$ cat config.mk
export PLATFORM = sky130hd
export DESIGN_NAME = bus_arb3_flat
export DESIGN_NICKNAME = d
export VERILOG_FILES = /design/src/rtl/bus_arb3_pkg.sv /design/src/rtl/bus_arb3_if.sv /design/src/rtl/bus_arb3_pick.sv /design/src/rtl/bus_arb3.sv /design/src/flat_wrapper.sv
export SDC_FILE = /design/constraint.sdc
export NUM_CORES = 1
export LEC_CHECK = 0
export ABC_AREA = 1
export BUFFER_PORTS_ARGS = -buffer_cell sky130_fd_sc_hd__buf_2
export CORE_AREA = 2 2 123 125
export CTS_CLUSTER_SIZE = 28
export DETAILED_ROUTE_END_ITERATION = 16
export DIE_AREA = 0 0 125 127
export HOLD_SLACK_MARGIN = 0.08
export PLACE_DENSITY_LB_ADDON = 0.08
export SETUP_SLACK_MARGIN = 0.15
export SLEW_MARGIN = 20
export SYNTH_ARGS = -nofsm -noshare
export SYNTH_HDL_FRONTEND = slang
export SYNTH_SLANG_ARGS = --single-unit
export TNS_END_PERCENT = 50
$ cat constraint.sdc
create_clock -name clk -period 5.2 [get_ports clk]
set_input_delay 0.78 -clock clk [delete_from_list [all_inputs] [get_ports clk]]
set_output_delay 0.78 -clock clk [all_outputs]
set_load 0.005 [all_outputs]
$ cat src/rtl/bus_arb3_pkg.sv
// Shared types for the three-requester memory bus arbiter.
package bus_arb_pkg;

   typedef enum logic [1:0] {
      IDLE   = 2'd0,
      ACCESS = 2'd1,
      RESP   = 2'd2
   } state_e;

   typedef enum logic [1:0] {
      ID_NONE = 2'd0,
      ID_DBG  = 2'd1,
      ID_D    = 2'd2,
      ID_I    = 2'd3
   } req_id_e;

   // adr[17:16] value that decodes to no device
   localparam logic [1:0] UNMAPPED_REGION = 2'b11;

   function automatic logic is_unmapped(input logic [1:0] region);
      return region == UNMAPPED_REGION;
   endfunction

endpackage

$ cat src/rtl/bus_arb3_if.sv
// Requester handshakes plus the shared memory bus, bundled for bus_arb3.
// slave: the arbiter's view; master: the requesters / memory map view.
interface bus_arb3_if;
   logic        cpu_en;

   logic        dbg_valid;
   logic [3:0]  dbg_wren;
   logic [31:0] dbg_adr;
   logic [31:0] dbg_wdata;
   logic        dbg_ready;
   logic        dbg_err;

   logic        d_valid;
   logic [3:0]  d_wren;
   logic [31:0] d_adr;
   logic [31:0] d_wdata;
   logic        d_ready;
   logic        d_err;

   logic        i_valid;
   logic [31:0] i_adr;
   logic        i_ready;
   logic        i_err;

   logic [31:0] rdata;

   logic        mem_op;
   logic [31:0] mem_adr;
   logic [3:0]  mem_wren;
   logic [31:0] mem_di;
   logic [31:0] mem_do;

   modport slave (
      input  cpu_en,
      input  dbg_valid, dbg_wren, dbg_adr, dbg_wdata,
      input  d_valid, d_wren, d_adr, d_wdata,
      input  i_valid, i_adr,
      input  mem_do,
      output dbg_ready, dbg_err, d_ready, d_err, i_ready, i_err,
      output rdata,
      output mem_op, mem_adr, mem_wren, mem_di
   );

   modport master (
      output cpu_en,
      output dbg_valid, dbg_wren, dbg_adr, dbg_wdata,
      output d_valid, d_wren, d_adr, d_wdata,
      output i_valid, i_adr,
      output mem_do,
      input  dbg_ready, dbg_err, d_ready, d_err, i_ready, i_err,
      input  rdata,
      input  mem_op, mem_adr, mem_wren, mem_di
   );
endinterface

$ cat src/rtl/bus_arb3_pick.sv
// Combinational winner select: debug > data > fetch, with fetch promoted
// over data once the starvation flag is raised.
module arb_pick
   import bus_arb_pkg::*;
(
   input  logic    dbg_valid_i,
   input  logic    d_valid_i,
   input  logic    i_valid_i,
   input  logic    cpu_en_i,
   input  req_id_e excl_i,
   input  logic    starve_i,
   output req_id_e win_o
);
   logic dbg_ok, d_ok, i_ok;

   // The requester just being acknowledged is masked out: its valid is stale
   assign dbg_ok = dbg_valid_i && (excl_i != ID_DBG);
   assign d_ok   = d_valid_i && cpu_en_i && (excl_i != ID_D);
   assign i_ok   = i_valid_i && cpu_en_i && (excl_i != ID_I);

   // Priority encode
   always_comb begin
      win_o = ID_NONE;
      if (dbg_ok)                        win_o = ID_DBG;
      else if (d_ok && !(starve_i && i_ok)) win_o = ID_D;
      else if (i_ok)                     win_o = ID_I;
   end
endmodule

$ cat src/rtl/bus_arb3.sv
// Arbiter/sequencer for the shared memory bus: one access at a time,
// IDLE -> ACCESS (bus cycle) -> RESP (ready pulse, may chain next grant).
module bus_arb3
   import bus_arb_pkg::*;
#(
   parameter int IMAX_WAIT = 4,
   parameter bit ERR_CHECK = 1'b1
)(
   input  logic       clk,
   input  logic       reset,
   bus_arb3_if.slave  bus
);
   localparam logic [3:0] IMAX_W = 4'(IMAX_WAIT);

   state_e      state_q;
   req_id_e     win_q;
   logic        unm_q;
   logic [3:0]  wait_q, wait_d;
   logic        mem_op_q;
   logic [31:0] mem_adr_q, mem_di_q;
   logic [3:0]  mem_wren_q;
   logic        dbg_rdy_q, d_rdy_q, i_rdy_q;
   logic        dbg_err_q, d_err_q, i_err_q;

   req_id_e     pick, excl, gnt;
   logic        starve, unm_nxt;
   logic [31:0] nxt_adr, nxt_wdata;
   logic [3:0]  nxt_wren;

   assign excl   = (state_q == RESP) ? win_q : ID_NONE;
   assign starve = (wait_q == IMAX_W) && bus.i_valid;

   arb_pick u_pick (
      .dbg_valid_i (bus.dbg_valid),
      .d_valid_i   (bus.d_valid),
      .i_valid_i   (bus.i_valid),
      .cpu_en_i    (bus.cpu_en),
      .excl_i      (excl),
      .starve_i    (starve),
      .win_o       (pick)
   );

   // No grants while the bus cycle itself is in flight
   assign gnt = (state_q != ACCESS) ? pick : ID_NONE;

   // Select the winning request's fields for latching
   always_comb begin
      nxt_adr   = bus.dbg_adr;
      nxt_wren  = bus.dbg_wren;
      nxt_wdata = bus.dbg_wdata;
      case (pick)
         ID_D: begin
            nxt_adr   = bus.d_adr;
            nxt_wren  = bus.d_wren;
            nxt_wdata = bus.d_wdata;
         end
         ID_I: begin
            nxt_adr   = bus.i_adr;
            nxt_wren  = '0;
            nxt_wdata = '0;
         end
         default: ;
      endcase
   end

   assign unm_nxt = ERR_CHECK && is_unmapped(nxt_adr[17:16]);

   // Starvation counter: data grants made while a fetch is waiting
   always_comb begin
      wait_d = wait_q;
      if (!bus.i_valid || gnt == ID_I)            wait_d = '0;
      else if (gnt == ID_D && wait_q != IMAX_W)   wait_d = wait_q + 4'd1;
   end

   // Starvation counter register
   always_ff @(posedge clk or posedge reset) begin
      if (reset) wait_q <= '0;
      else       wait_q <= wait_d;
   end

   // Sequencer FSM with registered bus and response outputs
   always_ff @(posedge clk or posedge reset) begin
      if (reset) begin
         state_q    <= IDLE;
         win_q      <= ID_NONE;
         unm_q      <= 1'b0;
         mem_op_q   <= 1'b0;
         mem_adr_q  <= '0;
         mem_wren_q <= '0;
         mem_di_q   <= '0;
         dbg_rdy_q  <= 1'b0;
         d_rdy_q    <= 1'b0;
         i_rdy_q    <= 1'b0;
         dbg_err_q  <= 1'b0;
         d_err_q    <= 1'b0;
         i_err_q    <= 1'b0;
      end else begin
         mem_op_q   <= 1'b0;
         mem_adr_q  <= '0;
         mem_wren_q <= '0;
         mem_di_q   <= '0;
         dbg_rdy_q  <= 1'b0;
         d_rdy_q    <= 1'b0;
         i_rdy_q    <= 1'b0;
         dbg_err_q  <= 1'b0;
         d_err_q    <= 1'b0;
         i_err_q    <= 1'b0;
         case (state_q)
            ACCESS: begin
               state_q   <= RESP;
               dbg_rdy_q <= (win_q == ID_DBG);
               d_rdy_q   <= (win_q == ID_D);
               i_rdy_q   <= (win_q == ID_I);
               dbg_err_q <= (win_q == ID_DBG) && unm_q;
               d_err_q   <= (win_q == ID_D) && unm_q;
               i_err_q   <= (win_q == ID_I) && unm_q;
            end
            default: begin
               // IDLE and RESP both arbitrate; RESP can chain straight into ACCESS
               if (gnt != ID_NONE) begin
                  state_q    <= ACCESS;
                  win_q      <= gnt;
                  unm_q      <= unm_nxt;
                  mem_op_q   <= !unm_nxt;
                  mem_adr_q  <= nxt_adr;
                  mem_wren_q <= unm_nxt ? 4'h0 : nxt_wren;
                  mem_di_q   <= nxt_wdata;
               end else begin
                  state_q <= IDLE;
                  win_q   <= ID_NONE;
                  unm_q   <= 1'b0;
               end
            end
         endcase
      end
   end

   assign bus.mem_op    = mem_op_q;
   assign bus.mem_adr   = mem_adr_q;
   assign bus.mem_wren  = mem_wren_q;
   assign bus.mem_di    = mem_di_q;
   assign bus.dbg_ready = dbg_rdy_q;
   assign bus.d_ready   = d_rdy_q;
   assign bus.i_ready   = i_rdy_q;
   assign bus.dbg_err   = dbg_err_q;
   assign bus.d_err     = d_err_q;
   assign bus.i_err     = i_err_q;
   // OR-bus data arrives during RESP; forced to 0 for unmapped accesses
   assign bus.rdata     = (state_q == RESP && !unm_q) ? bus.mem_do : 32'h0;
endmodule

$ cat src/flat_wrapper.sv
// flat-port wrapper written by rule: the top's interface ports become plain ports
module bus_arb3_flat import bus_arb_pkg::*;
#(
   parameter int IMAX_WAIT = 4,
   parameter bit ERR_CHECK = 1'b1
)
  (clk, reset, bus_cpu_en, bus_dbg_valid, bus_dbg_wren, bus_dbg_adr, bus_dbg_wdata, bus_d_valid, bus_d_wren, bus_d_adr, bus_d_wdata, bus_i_valid, bus_i_adr, bus_mem_do, bus_dbg_ready, bus_dbg_err, bus_d_ready, bus_d_err, bus_i_ready, bus_i_err, bus_rdata, bus_mem_op, bus_mem_adr, bus_mem_wren, bus_mem_di);
  bus_arb3_if bus_i ();
  input  logic clk;
  input  logic reset;
  input wire logic [$bits(bus_i.cpu_en)-1:0] bus_cpu_en;
  input wire logic [$bits(bus_i.dbg_valid)-1:0] bus_dbg_valid;
  input wire logic [$bits(bus_i.dbg_wren)-1:0] bus_dbg_wren;
  input wire logic [$bits(bus_i.dbg_adr)-1:0] bus_dbg_adr;
  input wire logic [$bits(bus_i.dbg_wdata)-1:0] bus_dbg_wdata;
  input wire logic [$bits(bus_i.d_valid)-1:0] bus_d_valid;
  input wire logic [$bits(bus_i.d_wren)-1:0] bus_d_wren;
  input wire logic [$bits(bus_i.d_adr)-1:0] bus_d_adr;
  input wire logic [$bits(bus_i.d_wdata)-1:0] bus_d_wdata;
  input wire logic [$bits(bus_i.i_valid)-1:0] bus_i_valid;
  input wire logic [$bits(bus_i.i_adr)-1:0] bus_i_adr;
  input wire logic [$bits(bus_i.mem_do)-1:0] bus_mem_do;
  output wire logic [$bits(bus_i.dbg_ready)-1:0] bus_dbg_ready;
  output wire logic [$bits(bus_i.dbg_err)-1:0] bus_dbg_err;
  output wire logic [$bits(bus_i.d_ready)-1:0] bus_d_ready;
  output wire logic [$bits(bus_i.d_err)-1:0] bus_d_err;
  output wire logic [$bits(bus_i.i_ready)-1:0] bus_i_ready;
  output wire logic [$bits(bus_i.i_err)-1:0] bus_i_err;
  output wire logic [$bits(bus_i.rdata)-1:0] bus_rdata;
  output wire logic [$bits(bus_i.mem_op)-1:0] bus_mem_op;
  output wire logic [$bits(bus_i.mem_adr)-1:0] bus_mem_adr;
  output wire logic [$bits(bus_i.mem_wren)-1:0] bus_mem_wren;
  output wire logic [$bits(bus_i.mem_di)-1:0] bus_mem_di;
  assign bus_i.cpu_en = bus_cpu_en;
  assign bus_i.dbg_valid = bus_dbg_valid;
  assign bus_i.dbg_wren = bus_dbg_wren;
  assign bus_i.dbg_adr = bus_dbg_adr;
  assign bus_i.dbg_wdata = bus_dbg_wdata;
  assign bus_i.d_valid = bus_d_valid;
  assign bus_i.d_wren = bus_d_wren;
  assign bus_i.d_adr = bus_d_adr;
  assign bus_i.d_wdata = bus_d_wdata;
  assign bus_i.i_valid = bus_i_valid;
  assign bus_i.i_adr = bus_i_adr;
  assign bus_i.mem_do = bus_mem_do;
  assign bus_dbg_ready = bus_i.dbg_ready;
  assign bus_dbg_err = bus_i.dbg_err;
  assign bus_d_ready = bus_i.d_ready;
  assign bus_d_err = bus_i.d_err;
  assign bus_i_ready = bus_i.i_ready;
  assign bus_i_err = bus_i.i_err;
  assign bus_rdata = bus_i.rdata;
  assign bus_mem_op = bus_i.mem_op;
  assign bus_mem_adr = bus_i.mem_adr;
  assign bus_mem_wren = bus_i.mem_wren;
  assign bus_mem_di = bus_i.mem_di;
  bus_arb3 #(.IMAX_WAIT(IMAX_WAIT), .ERR_CHECK(ERR_CHECK)) u_core (.clk(clk), .reset(reset), .bus(bus_i));
endmodule
==> run summary <==
====================================================================================
Post-DRT Antenna Nets                                                              0
Hold Slack                                                                  0.398 ns
Yosys warnings                                                                     0
Maximum number of buffers from clock root to sink                                  2
Leakage                                                                      3.96 nW
Vias                                                                            4412
CTS Sinks                                                                         84
Die outline width                                                             125 um
Proportion of layout cells with a drive suffix above 1                         42.1%
Number of H-tree levels                                                            3
Net count of the mapped netlist                                                  735
Power density over the cells                                              406 nW/um2
Layout Cells excl Fill                                                          1017
DRC violation count after routing                                                  0
Relative slew slack                                                            37.1%
Max-cap violations                                                                 0
Number of placed instances with taps included                                   1000
Peak VDD IR                                                               0.000167 V
RSZ-0062 raised after global routing                                              no
Type of element capturing the critical path                                     flop
Required @ worst endpoint                                                    5.48 ns
Die area                                                                   15900 um2
Outcome                                                                    completed
Clock latency reported for the late side of the worst-skew pair              0.34 ns
Type of the worst setup path                                              reg -> reg
Total overflow reported by the global router                                       0
First-pass GRT wire length                                                  22300 um
Final Power                                                                  2.50 mW
Final-layout fill cell count                                                    1525
Post-layout nets                                                                1035
Vias in the first global route                                                  4352
Area after DPL                                                              5820 um2
Initial cell density of the core                                               28.7%
Number of failing hold endpoints at the final stage                                0
Netlist area before placement                                               4150 um2
Seq/Total Area, Yosys                                                          50.7%
Number of rows created at floorplan                                               44
Detailed-routing iteration count for the pre-antenna-repair pass                   4
Hpwl dp                                                                     10900 um
Mapped Cells                                                                     527
Number of resized instances in the post-cts repair step                            0
Setup TNS                                                                       0 ns
Clk_skew                                                                  0.00681 ns
Hold-fix buffers, CTS                                                              0
Final core utilization                                                         42.8%
Largest net degree at the start of global routing                                 72
Final setup violating endpoints                                                    0
Post-CTS repair timing setup buffer count                                          0
FMAX                                                                         331 MHz
Antenna violations before repair                                                   1
Post-route cell area                                                        6170 um2
Final min period                                                             3.02 ns
Synth cell types                                                                  27
Vert. Die Dim                                                                 127 um
Routed wirelength normalized by instance count                               13.9 um
Global-route usage over all layers                                             17.8%
Register clock-pin slew on the reported worst setup and hold paths           0.07 ns
Kind of start point of the critical path                                        flop
Vias/cell                                                                       4.34
Initial DRC Count                                                                189
Arrival time of the worst setup path                                         3.30 ns
Post-route worst setup slack                                                 2.18 ns
Weighted congestion at the end of routability-driven global placement          0.829
Synthesis-stage register bit count                                                84
Layout area overhead                                                           48.8%
Final Max Slew Viols                                                               0
CTS tree                                                                        done
Least-Margin Pin Slew                                                       0.941 ns
Clock root buffer                                                       sky130_fd_sc_hd__clkbuf_16
Core Area                                                                  14400 um2
Part of the cycle the worst path needs                                         58.0%
Number of I/O port buffers                                                       312
Avg Cell Area, Syn                                                          7.87 um2
Hold WC Path Type                                                        in -> async
Routed wire length                                                          14200 um
Worst-path fanout max                                                             71
Number of buffers inserted during clock tree synthesis                             9
Setup WS pre-CTS                                                             1.86 ns
IO Pins                                                                          313
====================================================================================
==> cells in the mapped netlist (all sizes together) <==
library cell	count	share of area, %
clkbuf	3	0.27
o21ai	3	0.36
nand3	16	2.1
ha	2	0.60
a31oi	20	3.0
nand4	2	0.30
nor2	47	4.6
nor4	2	0.30
a21oi	1	0.12
xor2	2	0.42
nor3	7	0.85
nand2	178	17
inv	103	9.4
buf	23	3.3
a22o	32	6.8
nand3b	2	0.36
dfrtp	84	51
==> path summary, 6_finish.rpt <==
kind / endpoint / start / depth (start not counted) / slack (ns)
min in group clk: u_core.unm_q$_DFFE_PP0N_ / u_core.unm_q$_DFFE_PP0N_ / 2 / 0.49
worst max register to register: u_core.bus.mem_di[7]$_DFF_PP0_ / u_core.win_q[0]$_DFFE_PP0N_ / 11 / 2.18
max in group asynchronous: u_core.bus.d_ready$_DFF_PP0_ / reset / 3 / 3.65
worst max-delay path: u_core.bus.mem_di[7]$_DFF_PP0_ / u_core.win_q[0]$_DFFE_PP0N_ / 11 / 2.18
worst min-delay path: u_core.bus.mem_adr[2]$_DFF_PP0_ / reset / 2 / 0.40
worst min register to register: u_core.unm_q$_DFFE_PP0N_ / u_core.unm_q$_DFFE_PP0N_ / 2 / 0.49
==> cells by family (layout without fill, tap and decap cells) <==
family | after synthesis | in the layout | share of synthesized area [%]
other cells | 0 | 1 | 0
xor+xnor | 2 | 2 | 0.423
compound gates | 56 | 56 | 10.3
simple gates | 254 | 254 | 25.1
buf+inv | 129 | 434 | 12.9
flops | 84 | 84 | 50.7
fa+ha+maj | 2 | 2 | 0.604
==> per-layer routing <==
| metal | track usage (%) | vias up | share of wire, % | routed length, um |
|---|---|---|---|---|
| li1 | - | 2207 | - | - |
| met1 | 19.9 | 1981 | 38 | 5450 |
| met2 | 31.8 | 198 | 50 | 7140 |
| met3 | 4.77 | 26 | 8.2 | 1150 |
| met4 | 8.24 | 0 | 2.9 | 414 |
| met5 | 0 | - | 0 | 0 |
==> worst max-delay path, cell delays in order (launching register included) <==
cell and delay, ns:
sky130_fd_sc_hd__dfrtp_1 0.43, sky130_fd_sc_hd__nand2_1 0.16, sky130_fd_sc_hd__inv_1 0.06, sky130_fd_sc_hd__nand2_1 0.07, sky130_fd_sc_hd__nand2_1 0.05, sky130_fd_sc_hd__nand2_1 0.11, sky130_fd_sc_hd__nand2_4 0.42, sky130_fd_sc_hd__nor2_4 0.87
sky130_fd_sc_hd__buf_4 0.46, sky130_fd_sc_hd__a22o_1 0.18, sky130_fd_sc_hd__nand2_1 0.05, sky130_fd_sc_hd__inv_1 0.07
==> final cells by class <==
class	instances	area, um2	area share, %
Antenna cell	1	2.50	0.0406
Timing Repair Buffer	315	1580	25.7
Inverter	103	390	6.33
Multi-Input combinational cell	314	1510	24.5
Clock buffer	10	239	3.87
Sequential cell	84	2100	34.1
Clock inverter	6	111	1.80
Tap cell	184	230	3.73
==> registers in the layout, summed over array words and instances (netlist names), 2 cells and up <==
| register | flops |
|---|---|
| u_core.bus.mem_di | 32 |
| u_core.wait_q | 4 |
| u_core.bus.mem_adr | 32 |
| u_core.state_q | 2 |
| u_core.win_q | 2 |
| u_core.bus.mem_wren | 4 |
==> power breakdown <==
group          internal (mW)  leakage [nW]  switching (mW)  total (mW)
logic                  0.343          2.70           0.514       0.856
registers              0.839          1.10          0.0614       0.900
clock network          0.482         0.169           0.266       0.748
total                   1.66          3.96           0.841        2.50
==> placed cells by master (no fill, tap or decap), types with 4 or more instances in the layout <==
cell type                   count
sky130_fd_sc_hd__clkbuf_16      9
sky130_fd_sc_hd__nand3_1       15
sky130_fd_sc_hd__dfrtp_1       84
sky130_fd_sc_hd__a31oi_1       20
sky130_fd_sc_hd__inv_1         94
sky130_fd_sc_hd__buf_2        312
sky130_fd_sc_hd__nor2_2         4
sky130_fd_sc_hd__nand2_1      174
sky130_fd_sc_hd__nor3_1         7
sky130_fd_sc_hd__nor2_1        42
sky130_fd_sc_hd__inv_2          7
sky130_fd_sc_hd__a22o_1        32
No activity file was read; power rests on OpenSTA's default activity.
